===== src/rtl/spmv_stream_fetch.sv =====
`default_nettype none
// ---------------------------------------------------------------------------
// spmv_stream_fetch: tagged 64-bit load streamer with an 8-entry reorder buffer
// rev 1.0
// ---------------------------------------------------------------------------
module spmv_stream_fetch (
  input  logic        clk,
  input  logic        rst_n,
  input  logic        start,
  input  logic [47:0] base_addr,
  input  logic [31:0] count,
  output logic        busy,
  output logic        done,
  output logic        err,
  output logic        req_mem_ld,
  output logic        req_mem_st,
  output logic [47:0] req_mem_addr,
  output logic [63:0] req_mem_d_or_tag,
  input  logic        req_mem_stall,
  input  logic        rsp_mem_push,
  input  logic [2:0]  rsp_mem_tag,
  input  logic [63:0] rsp_mem_q,
  output logic        rsp_mem_stall,
  output logic        out_valid,
  output logic [63:0] out_data,
  input  logic        out_ready
);

  localparam int DEPTH = 8;

  typedef enum logic [1:0] {
    IDLE  = 2'd0,
    RUN   = 2'd1,
    DRAIN = 2'd2
  } state_t;

  state_t      state_q, state_d;
  logic [47:0] base_q, base_d;
  logic [31:0] count_q, count_d;
  logic [31:0] issued_q, issued_d;
  logic [31:0] popped_q, popped_d;
  logic [2:0]  head_q, head_d;
  logic [2:0]  tail_q, tail_d;
  logic [7:0]  valid_q, valid_d;
  logic [7:0]  outst_q, outst_d;
  logic [63:0] buf_q [DEPTH];
  logic [63:0] buf_d [DEPTH];
  logic        err_q, err_d;
  logic        done_q, done_d;

  logic [31:0] occupancy;
  logic        issue_fire;
  logic        pop_fire;
  logic        rsp_ok;

  always_comb begin
    occupancy  = issued_q - popped_q;
    req_mem_ld = (state_q == RUN) && (issued_q < count_q) && (occupancy < 32'd8);
    issue_fire = req_mem_ld && !req_mem_stall;
    out_valid  = valid_q[head_q];
    out_data   = buf_q[head_q];
    pop_fire   = out_valid && out_ready;
    // A slot accepts data only between its issue and its pop, and only once.
    rsp_ok     = rsp_mem_push && outst_q[rsp_mem_tag] && !valid_q[rsp_mem_tag];
  end

  always_comb begin
    state_d  = state_q;
    base_d   = base_q;
    count_d  = count_q;
    issued_d = issued_q;
    popped_d = popped_q;
    head_d   = head_q;
    tail_d   = tail_q;
    valid_d  = valid_q;
    outst_d  = outst_q;
    buf_d    = buf_q;
    err_d    = err_q;
    done_d   = 1'b0;

    if (rsp_ok) begin
      valid_d[rsp_mem_tag] = 1'b1;
      buf_d[rsp_mem_tag]   = rsp_mem_q;
    end

    if (pop_fire) begin
      valid_d[head_q] = 1'b0;
      outst_d[head_q] = 1'b0;
      head_d          = head_q + 3'd1;
      popped_d        = popped_q + 32'd1;
    end

    if (issue_fire) begin
      outst_d[tail_q] = 1'b1;
      tail_d          = tail_q + 3'd1;
      issued_d        = issued_q + 32'd1;
    end

    case (state_q)
      IDLE: begin
        if (start) begin
          err_d    = 1'b0;
          base_d   = base_addr;
          count_d  = count;
          issued_d = 32'd0;
          popped_d = 32'd0;
          head_d   = 3'd0;
          tail_d   = 3'd0;
          if (count != 32'd0) state_d = RUN;
          else                done_d  = 1'b1;
        end
      end
      RUN: begin
        if (issue_fire && (issued_d == count_q)) state_d = DRAIN;
      end
      DRAIN: begin
        if (pop_fire && (popped_d == count_q)) begin
          state_d = IDLE;
          done_d  = 1'b1;
        end
      end
      default: state_d = IDLE;
    endcase

    // Evaluated after the start clear so a stray response in that cycle still flags.
    if (rsp_mem_push && !rsp_ok) err_d = 1'b1;
  end

  always_ff @(posedge clk or negedge rst_n) begin
    if (!rst_n) begin
      state_q  <= IDLE;
      base_q   <= 48'd0;
      count_q  <= 32'd0;
      issued_q <= 32'd0;
      popped_q <= 32'd0;
      head_q   <= 3'd0;
      tail_q   <= 3'd0;
      valid_q  <= 8'd0;
      outst_q  <= 8'd0;
      err_q    <= 1'b0;
      done_q   <= 1'b0;
      for (int i = 0; i < DEPTH; i++) buf_q[i] <= 64'd0;
    end else begin
      state_q  <= state_d;
      base_q   <= base_d;
      count_q  <= count_d;
      issued_q <= issued_d;
      popped_q <= popped_d;
      head_q   <= head_d;
      tail_q   <= tail_d;
      valid_q  <= valid_d;
      outst_q  <= outst_d;
      err_q    <= err_d;
      done_q   <= done_d;
      for (int i = 0; i < DEPTH; i++) buf_q[i] <= buf_d[i];
    end
  end

  assign busy             = (state_q != IDLE);
  assign done             = done_q;
  assign err              = err_q;
  assign req_mem_st       = 1'b0;
  assign rsp_mem_stall    = 1'b0;
  assign req_mem_addr     = base_q + {13'd0, issued_q, 3'd0};
  assign req_mem_d_or_tag = {61'd0, tail_q};

endmodule
`default_nettype wire


===== config.mk =====
export PLATFORM = sky130hd
export DESIGN_NAME = spmv_stream_fetch
export DESIGN_NICKNAME = d
export VERILOG_FILES = /design/src/rtl/spmv_stream_fetch.sv
export SDC_FILE = /design/constraint.sdc
export NUM_CORES = 1
export LEC_CHECK = 0
export CAP_MARGIN = 20
export CORE_AREA = 4 4 318 476
export CTS_CLUSTER_DIAMETER = 60
export DETAILED_ROUTE_END_ITERATION = 10
export DIE_AREA = 0 0 322 480
export PLACE_DENSITY = 0.39
export SYNTH_ARGS = -nofsm -noshare
export SYNTH_HDL_FRONTEND = slang
export SYNTH_SLANG_ARGS = --single-unit
export TNS_END_PERCENT = 50

===== constraint.sdc =====
create_clock -name clk -period 6.4 [get_ports clk]
set_clock_uncertainty 0.2 [all_clocks]
set_input_delay 1.28 -clock clk [delete_from_list [all_inputs] [get_ports clk]]
set_output_delay 1.28 -clock clk [all_outputs]
set_load 0.1 [all_outputs]

==> impl_metrics.tcl <==
set metrics [dict create \
    status "finished, final reports clean" \
    fin_nets 3675 \
    synth_edf_count 0 \
    gr-total-overflow 0 \
    top_layer "met5" \
    finalHoldViolCount 0 \
    crit_path_end_kind "output port" \
    clk_pin_slew_worst_paths_ns 0.06 \
    clockRootBuffer "clkbuf_16" \
    setup_ws_ns 0.0992 \
    ys_seq_elements 682 \
    synthToLayoutAreaGrowth_pct 26.1 \
    fin_crit_ns 6.30 \
    postLayoutCoreUtil 0.312 \
    maxSlewHeadroom 0.175 \
    cts_buffers 85 \
    syn_area_per_cell_um2 11.9 \
    yosysSeqAreaShare 0.467 \
    power_density_mw_per_mm2 428 \
    cts.sinks 682 \
    drive_above_1_share 0.336 \
    grt_pass1_wl_um 186000 \
    drv_slew 0 \
    syn-cell-area_mm2 0.0365 \
    vias 25600 \
    clock_latency_ns 0.69 \
    initialDrtViolationCount 1169 \
    critPathMaxFanout 6 \
    hold_slack_ns 0.278 \
    tightest_slew_ns 1.23 \
    synth_warnings 0 \
    min_period_over_period 0.984 \
    setup-violations-final 0 \
    critPathArrivalTime_ns 4.82 \
    clockBufferDepth 3 \
    dieArea_mm2 0.155 \
    fillers 15100 \
    synth_most_common_cell "dfrtp_1" \
    worst_setup_path_start_kind "register" \
    cts_htree_levels 3 \
    grtUsageTotal 0.161 \
    synth_top_area_frac 0.467 \
    ff_latch_area_mm2 0.0171 \
    multi_input_area_mm2 0.0189 \
    start_util 0.248 \
    grt_max_degree 135 \
    finalWirelength_um 124000 \
    drc 0 \
    required_ns 4.92 \
    yosys-top-cells-count "dfrtp_1 (682), mux2_2 (577), nand2_1 (262), nor2_1 (168)" \
    final_cells 5424 \
    die_h_um 480 \
    cts_tree "done" \
    first_global_vias 27600 \
    antenna_found_initial 21 \
    postRouteAntennaNets 0 \
    drv_cap 0 \
    gp_congestion 0.875 \
    hold_class "register to register" \
    dp_hpwl_um 84200 \
    rows 173 \
    wl_met2_um 62800 \
    vias_per_cell 4.72 \
    dp_cells 5240 \
    synth_cell_types 88 \
    routed-wl-met3_um 6620 \
    drtPass1Iterations 5 \
    wl_met1_um 49700 \
    core-area_mm2 0.148 \
    syn_inst 3065 \
    yosys-top-cells-area "dfrtp_1 (47%), mux2_2 (18%), mux4_2 (8.0%)" \
    dp_slack_ns 0.156 \
    crit_type "register to output port" \
    synth_area_leader_cell "dfrtp_1" \
    vdd_drop_max_v 0.000556 \
    max_clock_freq_mhz 159 \
    yosys_most_used_dff "dfrtp_1" \
    leakage_nw 20.0 \
    rsz0062_at_grt "true" \
    wl_per_cell_um 22.9 \
    ioPinCount 336 \
    async_flop_share 1.00 \
    die_w_um 322 \
    port_buffers 272 \
]
==> final cells by class <==
| type | count | area share |
|---|---|---|
| Tap cell | 1925 | 0.0522 |
| Clock inverter | 30 | 0.00833 |
| Inverter | 104 | 0.00847 |
| Timing Repair Buffer | 428 | 0.0953 |
| Clock buffer | 125 | 0.0553 |
| Multi-Input combinational cell | 2123 | 0.409 |
| Antenna cell | 7 | 0.000380 |
| Sequential cell | 682 | 0.371 |
==> report_power, final <==
group / internal (W) / switching (W)
sequential: 0.00548 / 0.000639
combinational: 0.00321 / 0.00535
clock: 0.00299 / 0.00207
==> final timing paths <==
| kind | startpoint | endpoint | slack (ns) | depth (start not counted) |
|---|---|---|---|---|
| min | base_q[2] | base_q[2] | 0.28 | 2 |
| min in group asynchronous | rst_n | buf_q[348] | 0.37 | 1 |
| min reg2reg | base_q[2] | base_q[2] | 0.28 | 2 |
| max reg2reg | issued_q[4] | state_q[0] | 0.34 | 20 |
| max | issued_q[0] | req_mem_addr[36] | 0.1 | 20 |
| max in group asynchronous | rst_n | issued_q[22] | 4.22 | 2 |
==> registers in the layout, summed over array words and instances, names as in the netlist <==
name      count
buf_q       512
base_q       48
count_q      32
issued_q     32
popped_q     32
outst_q       8
valid_q       8
head_q        3
tail_q        3
state_q       2
done          1
err           1
==> repair_timing <==
action                                  CTS  global route
setup buffers                            15             7
hold buffers                              0             0
gates resized for setup                  96            29
pin swaps                                15            15
endpoints found under the setup margin   18            14
==> worst max-delay path, cell delays in order (launching register included) <==
cell and delay, ns:
dfrtp_1 0.39, ha_2 0.21, buf_4 0.13, a21o_1 0.16
a21oi_2 0.21, o21ai_2 0.08, and3_4 0.18, o21ai_2 0.15
a21boi_2 0.09, o41a_1 0.37, a211o_1 0.32, o41ai_2 0.27
o211ai_1 0.15, o311a_1 0.15, a41oi_2 0.24, a2111oi_4 0.13
a21oi_1 0.19, buf_4 0.17, nand2b_1 0.12, xnor2_1 0.12
bufbuf_16 0.33
==> per-stage QoR <==
| step | setup TNS (ns) | total power, W | cell area [µm²] |
|---|---|---|---|
| floorplan | -1.25 | 0.0126 | 36800 |
| global placement | 0 | 0.0148 | 42400 |
| detailed placement | 0 | 0.0149 | 42400 |
| CTS | -0.0129 | 0.0202 | 45900 |
| global route | -2.77 | 0.0208 | 46100 |
| finish | 0 | 0.0197 | 46100 |
==> per-layer routing <==
metal,vias to the layer above,track usage
met4,12,0.0647
met5,-,0
met3,195,0.0357
met2,561,0.282
met1,13200,0.189
li1,11700,-
==> cell usage in the layout (no fill, tap or decap), types with 21 or more instances in the layout <==
cell / instances
a21o_1: 28
o21ai_0: 85
dfrtp_1: 669
nand2_1: 261
nand4_1: 43
nor2_1: 162
nor4_1: 32
mux4_2: 130
buf_4: 156
nand3_1: 40
a21oi_1: 60
ha_1: 78
conb_1: 63
clkbuf_16: 91
nor3_1: 49
xor2_1: 30
xnor2_1: 122
and3_1: 34
inv_1: 103
clkbuf_8: 21
mux2_2: 577
buf_12: 39
clkdlybuf4s50_1: 223
==> cells by family (layout without fill, tap and decap cells) <==
group                    after synthesis  in the layout  share of synthesized area
multiplexers                         718            718                      0.261
buffers and inverters                322            687                     0.0403
XOR/XNOR                             161            161                     0.0386
adder cells (fa/ha/maj)               98             98                     0.0338
other                                  1             70                   0.000103
AO/OA/AOI/OAI                        337            337                     0.0612
flip-flops                           682            682                      0.467
AND/OR/NAND/NOR                      746            746                     0.0982
No activity file was read; power rests on OpenSTA's default activity.
